===== src/rtl/seq_pkg.sv =====
// Shared definitions for the 1010 sequence path (serializer and detector variants).
//   ser_state_e   : serializer FSM state encoding (SER_IDLE / SER_SHIFT)
//   SER_IDLE_BIT  : default filler value on the serial line when no word is in flight
package seq_pkg;

  typedef enum logic {
    SER_IDLE  = 1'b0,
    SER_SHIFT = 1'b1
  } ser_state_e;

  localparam logic SER_IDLE_BIT = 1'b0;

endpackage


===== src/rtl/seq_bit_serializer_if.sv =====
// Word-in / bit-out bundle of the serializer.
//   din, din_valid, din_ready : parallel word handshake
//   x, x_valid, x_last        : registered serial output towards the detector
//   state                     : serializer FSM state, observable for checkers
//
// Handshake: a word moves on a rising clk edge where din_valid and din_ready
// are both 1. The producer holds din stable while din_valid=1 and din_ready=0.
// din_ready depends on serializer registers only, never on din_valid.
//
// Modports: master = word producer, slave = serializer.
interface seq_bit_serializer_if
  import seq_pkg::*;
#(
  parameter int WIDTH = 8
);

  logic [WIDTH-1:0] din;
  logic             din_valid;
  logic             din_ready;
  logic             x;
  logic             x_valid;
  logic             x_last;
  ser_state_e       state;

  modport master (
    output din, din_valid,
    input  din_ready, x, x_valid, x_last, state
  );

  modport slave (
    input  din, din_valid,
    output din_ready, x, x_valid, x_last, state
  );

endinterface


===== src/rtl/seq_bit_serializer.sv =====
// Parallel-to-serial feeder for the 1010 sequence detector.
// Accepts WIDTH-bit words and emits them one bit per clock on x. Consecutive
// words stream with no idle gap, so patterns spanning word boundaries survive.
// While no word is in flight x holds IDLE_BIT and x_valid is 0.
//
// Ports:
//   clk    : clock, all state updates on posedge
//   rst_n  : asynchronous active-low reset; discards any partially sent word
//   bus    : seq_bit_serializer_if.slave (din/din_valid/din_ready in,
//            x/x_valid/x_last/state out)
//
// Parameters:
//   WIDTH     : bits per word (>= 1)
//   MSB_FIRST : 1 sends din[WIDTH-1] first, 0 sends din[0] first
//   IDLE_BIT  : value on x while idle or in reset
module seq_bit_serializer
  import seq_pkg::*;
#(
  parameter int   WIDTH     = 8,
  parameter int   MSB_FIRST = 1,
  parameter logic IDLE_BIT  = SER_IDLE_BIT
) (
  input  logic                 clk,
  input  logic                 rst_n,
  seq_bit_serializer_if.slave  bus
);

  localparam int            CW       = (WIDTH > 1) ? $clog2(WIDTH) : 1;
  localparam logic [CW-1:0] CNT_LAST = CW'(WIDTH - 1);
  localparam logic          ONE_BIT  = (WIDTH == 1);

  ser_state_e       state;
  logic [WIDTH-1:0] sreg;
  logic [CW-1:0]    cnt;
  logic             x_r;
  logic             x_valid_r;
  logic             x_last_r;

  logic             accept;
  logic             first_bit;
  logic [WIDTH-1:0] load_sreg;
  logic             next_bit;
  logic [WIDTH-1:0] next_sreg;

  // Ready only in IDLE or while the last bit of the current word is on x;
  // that last-bit accept is what gives zero-gap streaming.
  assign bus.din_ready = (state == SER_IDLE) ||
                         ((state == SER_SHIFT) && (cnt == CNT_LAST));
  assign accept        = bus.din_valid && bus.din_ready;

  // The first bit goes straight to x on load, so the shift register keeps
  // the word pre-shifted by one; the outgoing end always holds the next bit.
  assign first_bit = (MSB_FIRST != 0) ? bus.din[WIDTH-1] : bus.din[0];
  assign load_sreg = (MSB_FIRST != 0) ? (bus.din << 1) : (bus.din >> 1);
  assign next_bit  = (MSB_FIRST != 0) ? sreg[WIDTH-1] : sreg[0];
  assign next_sreg = (MSB_FIRST != 0) ? (sreg << 1) : (sreg >> 1);

  always_ff @(posedge clk or negedge rst_n) begin
    if (!rst_n) begin
      state     <= SER_IDLE;
      sreg      <= '0;
      cnt       <= '0;
      x_r       <= IDLE_BIT;
      x_valid_r <= 1'b0;
      x_last_r  <= 1'b0;
    end else begin
      case (state)
        SER_IDLE: begin
          if (accept) begin
            state     <= SER_SHIFT;
            sreg      <= load_sreg;
            cnt       <= '0;
            x_r       <= first_bit;
            x_valid_r <= 1'b1;
            x_last_r  <= ONE_BIT;
          end else begin
            x_r       <= IDLE_BIT;
            x_valid_r <= 1'b0;
            x_last_r  <= 1'b0;
          end
        end
        SER_SHIFT: begin
          if (cnt != CNT_LAST) begin
            sreg     <= next_sreg;
            cnt      <= cnt + 1'b1;
            x_r      <= next_bit;
            x_last_r <= ((cnt + 1'b1) == CNT_LAST);
          end else if (accept) begin
            sreg      <= load_sreg;
            cnt       <= '0;
            x_r       <= first_bit;
            x_valid_r <= 1'b1;
            x_last_r  <= ONE_BIT;
          end else begin
            state     <= SER_IDLE;
            cnt       <= '0;
            x_r       <= IDLE_BIT;
            x_valid_r <= 1'b0;
            x_last_r  <= 1'b0;
          end
        end
        default: begin
          state     <= SER_IDLE;
          cnt       <= '0;
          x_r       <= IDLE_BIT;
          x_valid_r <= 1'b0;
          x_last_r  <= 1'b0;
        end
      endcase
    end
  end

  assign bus.x       = x_r;
  assign bus.x_valid = x_valid_r;
  assign bus.x_last  = x_last_r;
  assign bus.state   = state;

endmodule

===== src/flat_wrapper.sv =====
// flat-port wrapper written by rule: the top's interface ports become plain ports
module seq_bit_serializer_flat import seq_pkg::*;
#(
  parameter int   WIDTH     = 8,
  parameter int   MSB_FIRST = 1,
  parameter logic IDLE_BIT  = SER_IDLE_BIT
)
  (clk, rst_n, bus_din, bus_din_valid, bus_din_ready, bus_x, bus_x_valid, bus_x_last, bus_state);
  seq_bit_serializer_if #(.WIDTH(WIDTH)) bus_i ();
  input  logic clk;
  input  logic rst_n;
  input wire logic [$bits(bus_i.din)-1:0] bus_din;
  input wire logic [$bits(bus_i.din_valid)-1:0] bus_din_valid;
  output wire logic [$bits(bus_i.din_ready)-1:0] bus_din_ready;
  output wire logic [$bits(bus_i.x)-1:0] bus_x;
  output wire logic [$bits(bus_i.x_valid)-1:0] bus_x_valid;
  output wire logic [$bits(bus_i.x_last)-1:0] bus_x_last;
  output wire logic [$bits(bus_i.state)-1:0] bus_state;
  assign bus_i.din = bus_din;
  assign bus_i.din_valid = bus_din_valid;
  assign bus_din_ready = bus_i.din_ready;
  assign bus_x = bus_i.x;
  assign bus_x_valid = bus_i.x_valid;
  assign bus_x_last = bus_i.x_last;
  assign bus_state = bus_i.state;
  seq_bit_serializer #(.WIDTH(WIDTH), .MSB_FIRST(MSB_FIRST), .IDLE_BIT(IDLE_BIT)) u_core (.clk(clk), .rst_n(rst_n), .bus(bus_i));
endmodule

===== config.mk =====
export PLATFORM = sky130hd
export DESIGN_NAME = seq_bit_serializer_flat
export DESIGN_NICKNAME = d
export VERILOG_FILES = /design/src/rtl/seq_pkg.sv /design/src/rtl/seq_bit_serializer_if.sv /design/src/rtl/seq_bit_serializer.sv /design/src/flat_wrapper.sv
export SDC_FILE = /design/constraint.sdc
export NUM_CORES = 1
export LEC_CHECK = 0
export ABC_AREA = 1
export CAP_MARGIN = 40
export CORE_MARGIN = 5
export CORE_UTILIZATION = 30
export DETAILED_ROUTE_END_ITERATION = 7
export PLACE_DENSITY_LB_ADDON = 0.1
export SLEW_MARGIN = 20
export SYNTH_ARGS = -nofsm -noshare
export SYNTH_HDL_FRONTEND = slang
export SYNTH_SLANG_ARGS = --single-unit

===== constraint.sdc =====
create_clock -name clk -period 1.4 [get_ports clk]
set_clock_uncertainty 0.05 [all_clocks]
set_input_delay 0.28 -clock clk [delete_from_list [all_inputs] [get_ports clk]]
set_output_delay 0.28 -clock clk [all_outputs]
set_load 0.02 [all_outputs]

# Word-level counts from Yosys, hierarchy flattened
# Cells that the tools add are included.
# op_classes
n_eq_ne	5
mul	0
shifts	0
n_reduce_logical	3
magnitude_cmp	0
div	0
n_mux	16
addsub	1
bitwise	1
# op_table
cell	n
8-bit 2-to-1 mux	2
8-bit one-hot mux with 2 select lines	1
1-bit one-hot mux with 2 select lines	4
3-bit == test (second input constant)	2
1-bit 2-to-1 mux	6
3-bit 2-to-1 mux	2
3-bit one-hot mux with 2 select lines	1
3-bit by 1-bit adder with 3-bit output (second input constant)	1
3-bit inequality test (second input constant)	1
1-bit logical AND	2
2-bit by 1-bit inequality test with 1-bit output (second input constant)	1
2-bit inequality test (second input constant)	1
1-bit logical OR	1
1-bit inverter	1
# word_totals
ram_bits	0
word_cells	32
output_inout_bits	5
memories	0
input_bits	11
reg_bits	15
latch_bits	0
rom_bits	0

# Logic depth before layout (Yosys ltp)
# Gate-level depths: netlist (run 1).
# depth
ltp_word	7
mapped_depth	8
ltp_nobuf	7

# Worst setup path after synthesis (run 1)
# No wires, ideal clock.
# synth_path
kind	reg2out
start	reg u_core.cnt[0]
end	out bus_din_ready
slack_ns	-0.048
arrival_ns	1.118
stages_incl_launch_ff	6
n_path_buf	1
path_cell_list	dfrtp_1 ha_1 ha_1 inv_1 nand2_4 buf_6
# synth_between
elab_chain_cells	3
# synth_lines
item	line	text
start: declaration	seq_bit_serializer.sv:34	logic [CW-1:0] cnt;
start signal: assignment	seq_bit_serializer.sv:85	cnt <= cnt + 1'b1;
3-bit == test	seq_bit_serializer.sv:48	((state == SER_SHIFT) && (cnt == CNT_LAST));
1-bit logical AND	seq_bit_serializer.sv:48	
1-bit logical OR	seq_bit_serializer.sv:47	assign bus.din_ready = (state == SER_IDLE) ||
end: declaration	flat_wrapper.sv:14	output wire logic [$bits(bus_i.din_ready)-1:0] bus_din_ready;
# No other way between the ends.

# Worst setup path after layout (run 1)
# layout_path
start	reg u_core.cnt[1]
end	out bus_din_ready
# The elaborated chain is that of the path after synthesis.

==> run metrics, run 1 <==
status finished, violations left; failing checks negative setup slack; clk root buf clkbuf_4; Iter 0 DRT Violations 8; Diodes inserted 0; RSZ-0062 raised after global routing yes; Synth Area in Simple Gates 32.4%; clock latency at the later pin of the worst-skew pair 0.29 ns; slew margin rel. 76.8%; largest family of logic cells by synthesized area simple AND/OR/NAND/NOR gates; top cell type's share of synthesized area 51.1%; Via-to-Cell Ratio 4.20; CP Capture Type primary output; final setup vio count 5; initial antenna violation count 0; GRT Util Overall 9.42%; FILL cells 266; post-route non-filler standard cell count 139; nets 124; height of the die 59.5 um; clock tree buffer depth 2; routability cong. 0.777; remaining global-route overflow 0; setup ws final -0.191 ns; DR vias 584; # rows 18; Worst Setup Start Kind flop; Synth Flop Type dfrtp_1; most common cell in the synthesized netlist nand2_1; Post-synth top cells nand2_1, dfrtp_1, nor2_1; CTS tree built; period utilisation layout 114%; yosys warns 0; Post-Syn Instances 84; Yosys reg bits 15; largest net degree at the start of global routing 16; async set-reset flop share out of synthesis 100%; sequential-to-total area share from yosys stat 51.1%; Starting Density 30.5%; Final Critical Period 1.59 ns; die area 0.00354 mm^2; total wire length 1.43 mm; Core Box Area 0.00241 mm^2; Synth Area in Compound Gates 3.24%; HP Class in2async; Cells after DPL 135; worst-margin pin slew 0.347 ns; number of synthesized flops with an enable pin 0; max-slew violations 0; Setup Buffers After CTS 0; maxcap violations 0; post-route core utilization 42.0%; hpwl dp 1.04 mm; syn_nets 98; Synth area leader dfrtp_1; kind of critical path reg2out; R2R Setup Slk -0.07 ns; peak supply drop 0.000994 V; clock-pin slew on the worst setup and hold paths 0.09 ns; Synth area leaders dfrtp_1, nand2_1, nor2_1; port bufs 15; Avg Inst Size Synth 8.74 um^2; Routed WL per cell 10.3 um; total CTS buffers 3; final antenna-violating net count 0; mux contribution to synthesized area 0%; Fmax 629 MHz; die extent in x 59.5 um; Fin. Hold Viols 0; drt pass-1 iters 4; XOR/XNOR Fraction of Synth Area 0%; Ports 16; synthesized cell area 734 um^2; Data arrival, critical path 1.26 ns; leakage power 0.511 nW; first-pass GRT wire length 2.37 mm; vias in the first global route 509; Worst Path Required 1.07 ns; pwr dens 1980 mW/mm^2; clock sink total 15; H-tree levels 1; detailed-route DRC error count 0; crit-path max FO 2; P&R area growth vs syn 37.8%; distinct cell type count after synthesis 15; post-synthesis adder-cell area fraction 5.11%; total power 2.00 mW; fraction of layout cells with a size suffix above 1 26.6%
-- path summary, 6_finish.rpt --
| check | startpoint | end | cells past startpoint |
|---|---|---|---|
| worst max register to register | u_core.cnt[1]$_DFFE_PN0P_ | u_core.sreg[4]$_DFF_PN0_ | 8 |
| min in group clk | u_core.bus.x_valid$_DFFE_PN0P_ | u_core.bus.x_valid$_DFFE_PN0P_ | 2 |
| worst min register to register | u_core.bus.x_valid$_DFFE_PN0P_ | u_core.bus.x_valid$_DFFE_PN0P_ | 2 |
| worst min-delay path | rst_n | u_core.sreg[3]$_DFF_PN0_ | 2 |
| worst max-delay path | u_core.cnt[1]$_DFFE_PN0P_ | bus_din_ready | 5 |
| max in group asynchronous | rst_n | u_core.sreg[5]$_DFF_PN0_ | 2 |
-- final cells by class --
cell class                 count  area, um^2  area share [%]
inverter                      13        48.8            4.82
timing repair buffer          22         195            19.3
clock inverter                 1        5.00           0.494
multi-input combinational     55         328            32.4
clock buffer                   3        22.5            2.22
sequential                    15         375            37.1
tap                           30        37.5            3.71
-- sequential cells by signal, indices dropped and copies added, names as in the netlist --
register / flops
u_core.bus.x_valid: 1
u_core.bus.x_last: 1
u_core.sreg: 8
u_core.cnt: 3
u_core.bus.x: 1
u_core.bus.state: 1
-- critical path, stage by stage (launching register included) --
cell,delay (ns)
dfrtp_1,0.39
ha_2,0.20
ha_4,0.16
inv_2,0.06
nand2_4,0.04
buf_6,0.12
-- what timing repair did --
| item | CTS | global route |
|---|---|---|
| hold buffers | 0 | 0 |
| cloned | 0 | 0 |
| endpoints found under the setup margin | 13 | 12 |
| resized for setup | 13 | 3 |
| hold endpoints to repair | 0 | 0 |
| pin swaps | 1 | 1 |
-- metrics by stage --
stage | area [um^2] | TNS [ns] | hold slack, ns | setup WS [ns]
global route | 1010 | -1.12 | 0.243 | -0.255
finish | 1010 | -0.324 | 0.252 | -0.191
global placement | 966 | -0.810 | 0.411 | -0.293
floorplan | 741 | 0 | -0.0656 | 0.00984
detailed placement | 966 | -0.986 | 0.413 | -0.310
CTS | 1010 | -0.513 | 0.248 | -0.208
-- power breakdown --
part           switching [mW]  internal, mW  total, mW  leakage (nW)
sequential             0.0786         0.625      0.704         0.183
combinational           0.588         0.458       1.05         0.311
clock                   0.142         0.106      0.249        0.0177
total                   0.809          1.19       2.00         0.511
-- cell usage in the layout (no fill, tap or decap) --
cell	instances
nand2_4	1
clkbuf_2	1
inv_1	10
inv_2	3
ha_4	1
buf_4	7
clkinv_2	1
ha_1	1
nand2_1	20
o21ai_1	3
nand3_1	4
clkdlybuf4s50_1	10
nor2_1	13
nor2_4	1
buf_6	1
a22o_1	1
ha_2	1
dfrtp_1	15
clkbuf_4	3
nor2_2	4
dlygate4sd2_1	3
nand2_8	1
nand3_2	4
-- logic make-up after synthesis --
kind of cell	after synthesis
fa+ha+maj	3
flops	15
buf+inv	14
simple gates	48
compound gates	4
-- metal layers --
metal	vias up	track usage, %	wire length [um]
met3	2	4.79	90
met4	0	3.88	14
met5	-	0	0
met1	269	12.5	652
li1	302	-	-
met2	11	12.8	675
No activity file was read; power rests on OpenSTA's default activity.
==> inputs of run 2 (changes only) <==
Settings changed: CTS_CLUSTER_DIAMETER set to 60.
==> results of run 2 <==
The final DEF is identical to that of run 1; final timing and power are the same.
==> inputs of run 3 (changes only) <==
Clock period 1.4 ns to 1.6 ns, I/O delays scaled along.
==> run 3 against run 2 <==
Against the previous run: the run still ends with negative setup slack left; count of clock-buffer cells in the layout up 1; die area unchanged; non-clock buffer count decreased by 1; routed wire length decreased by 0.35%; cell area shrank 1.1%; clock power shrank 13%; total power decreased by 13%; core utilization shrank 0.47 points; combinational power fell by 13%; register-to-register slack improved by 0.17 ns.
==> run metrics, run 3 (synthesized netlist as in run 1, its figures left out) <==
most frequent cells in the layout nand2_1, dfrtp_1, nor2_1, inv_1, clkdlybuf4s50_1 (unchanged); Worst Setup Start Kind flop (unchanged); die area 0.00354 mm^2 (unchanged); Fmax 615 MHz; detailed-route DRC error count 0 (unchanged); status finished, violations left (unchanged); drt pass-1 iters 4 (unchanged); vias in the first global route 543 (was 509); Core Box Area 0.00241 mm^2 (unchanged); remaining global-route overflow 0 (unchanged); P&R area growth vs syn 36.3% (was 37.8%); Worst Path Required 1.23 ns (was 1.07 ns); Crit-path slowest cell dfrtp_1 (unchanged); DR vias 575 (was 584); clock sink total 15 (unchanged); R2R Setup Slk 0.10 ns (was -0.07 ns); max reg flops 8 (unchanged); Sum Neg Setup Slack -0.0259 ns (was -0.324 ns); Iter 0 DRT Violations 20 (was 8); CP cell instances ha_2 -> ha_4 -> inv_2 -> nand2_4 -> buf_6 (unchanged); total wire length 1.43 mm (about the same); Top Registers u_core.sreg (8), u_core.cnt (3) (unchanged); # rows 18 (unchanged); Final Critical Period 1.63 ns; final antenna-violating net count 0 (unchanged); kind of critical path reg2out (unchanged); RSZ-0062 raised after global routing yes (unchanged); peak supply drop 0.000755 V (was 0.000994 V); die extent in x 59.5 um (unchanged); worst r2r path cells 8 (unchanged); Starting Density 30.5% (unchanged); DP Worst Slack -0.181 ns (was -0.310 ns); crit-path max FO 2 (unchanged); final setup vio count 1 (was 5); period utilisation layout 102%; commonest non-fill, non-tap cell in the layout nand2_1 (unchanged); hpwl dp 1.04 mm (about the same); Routed WL per cell 10.3 um (about the same); initial antenna violation count 0 (unchanged); GRT Util Overall 9.49% (was 9.42%); Via-to-Cell Ratio 4.17 (was 4.20); pwr dens 1750 mW/mm^2 (was 1980 mW/mm^2); Bufs and invs on worst path 2 (unchanged); setup ws final -0.0259 ns (was -0.191 ns); height of the die 59.5 um (unchanged); kind of cell adding the most delay to the critical path flip-flops (unchanged); HP Class in2async (unchanged); max-slew violations 0 (unchanged); fraction of layout cells with a size suffix above 1 24.1% (was 26.6%); clk root buf clkbuf_4 (unchanged); nets 123 (was 124); CTS tree built (unchanged); Ports 16 (unchanged); Reg2Reg Launch Point u_core.cnt[0]$_DFFE_PN0P_ (was u_core.cnt[1]$_DFFE_PN0P_); leakage power 0.522 nW (was 0.511 nW); first-pass GRT wire length 2.39 mm (was 2.37 mm); CP Capture Type primary output (unchanged); # hold bufs at CTS 0 (unchanged); Top reg by flops u_core.sreg (unchanged); routability cong. 0.724 (was 0.777); Worst R2R End u_core.sreg[7]$_DFF_PN0_ (was u_core.sreg[4]$_DFF_PN0_); Setup Buffers After CTS 0 (unchanged); failing checks negative setup slack (unchanged); H-tree levels 1 (unchanged); port bufs 15 (unchanged); total CTS buffers 3 (unchanged); Data arrival, critical path 1.26 ns (about the same); clock latency at the later pin of the worst-skew pair 0.28 ns (was 0.29 ns); Diodes inserted 0 (unchanged); largest net degree at the start of global routing 16 (unchanged); clock tree buffer depth 2 (unchanged); worst-margin pin slew 0.229 ns (was 0.347 ns); maxcap violations 0 (unchanged); clock-pin slew on the worst setup and hold paths 0.09 ns (about the same); slowest stage delay, CP 0.39 ns (about the same); slew margin rel. 84.7% (was 76.8%); Fin. Hold Viols 0 (unchanged)
[run 3: what timing repair did]
| item | 4_1_cts | 5_1_grt |
|---|---|---|
| pin swaps | 0 | 0 |
| resized for setup | 12 | 2 |
| setup endpoints to repair | 3 | 4 |
[run 3: worst max-delay path by stage]
stage	start	end	slack, ns	depth (start not counted)
final	u_core.cnt[0]$_DFFE_PN0P_	bus_din_ready	-0.03	5
after global routing	u_core.cnt[1]$_DFFE_PN0P_	bus_din_ready	-0.08	5
after CTS	u_core.cnt[0]$_DFFE_PN0P_	bus_din_ready	-0.03	5
after detailed placement	u_core.cnt[0]$_DFFE_PN0P_	bus_din_ready	-0.18	5
after global placement	u_core.cnt[0]$_DFFE_PN0P_	bus_din_ready	-0.17	5
after floorplan	u_core.cnt[0]$_DFFE_PN0P_	bus_din_ready	0.11	5
[run 3: cell type report]
| class | instances | area, um^2 |
|---|---|---|
| Tap cell | 30 | 37.5 |
| Clock buffer | 4 | 26.3 |
| Multi-Input combinational cell | 55 | 314 |
| Timing Repair Buffer | 21 | 199 |
| Inverter | 13 | 48.8 |
| Fill cell | 240 | 1410 |
| Sequential cell | 15 | 375 |
[run 3: per-layer routing]
metal	global-route usage, %	up-vias	part of all wire, %
met5	0	-	0
met4	2.91	0	0.98
met3	5.01	2	7.4
met2	13.7	14	44
met1	12.2	255	48
li1	-	304	-
[run 3: metrics by stage]
step / cells / area [um^2] / power, mW / hold WS, ns / utilization (%)
final: 138 / 1000 / 1.75 / 0.297 / 41.5
after detailed placement: 134 / 956 / 1.53 / 0.410 / 39.7
after CTS: 138 / 996 / 1.78 / 0.299 / 41.3
after global routing: 138 / 1000 / 1.91 / 0.315 / 41.5
after global placement: 134 / 956 / 1.52 / 0.410 / 39.7
after floorplan: 84 / 734 / 1.22 / -0.0256 / -
[run 3: power by group]
part | internal, mW | total (mW) | switching [mW]
registers | 0.548 | 0.621 | 0.0736
logic | 0.406 | 0.910 | 0.504
clock network | 0.0968 | 0.216 | 0.119
total | 1.05 | 1.75 | 0.697
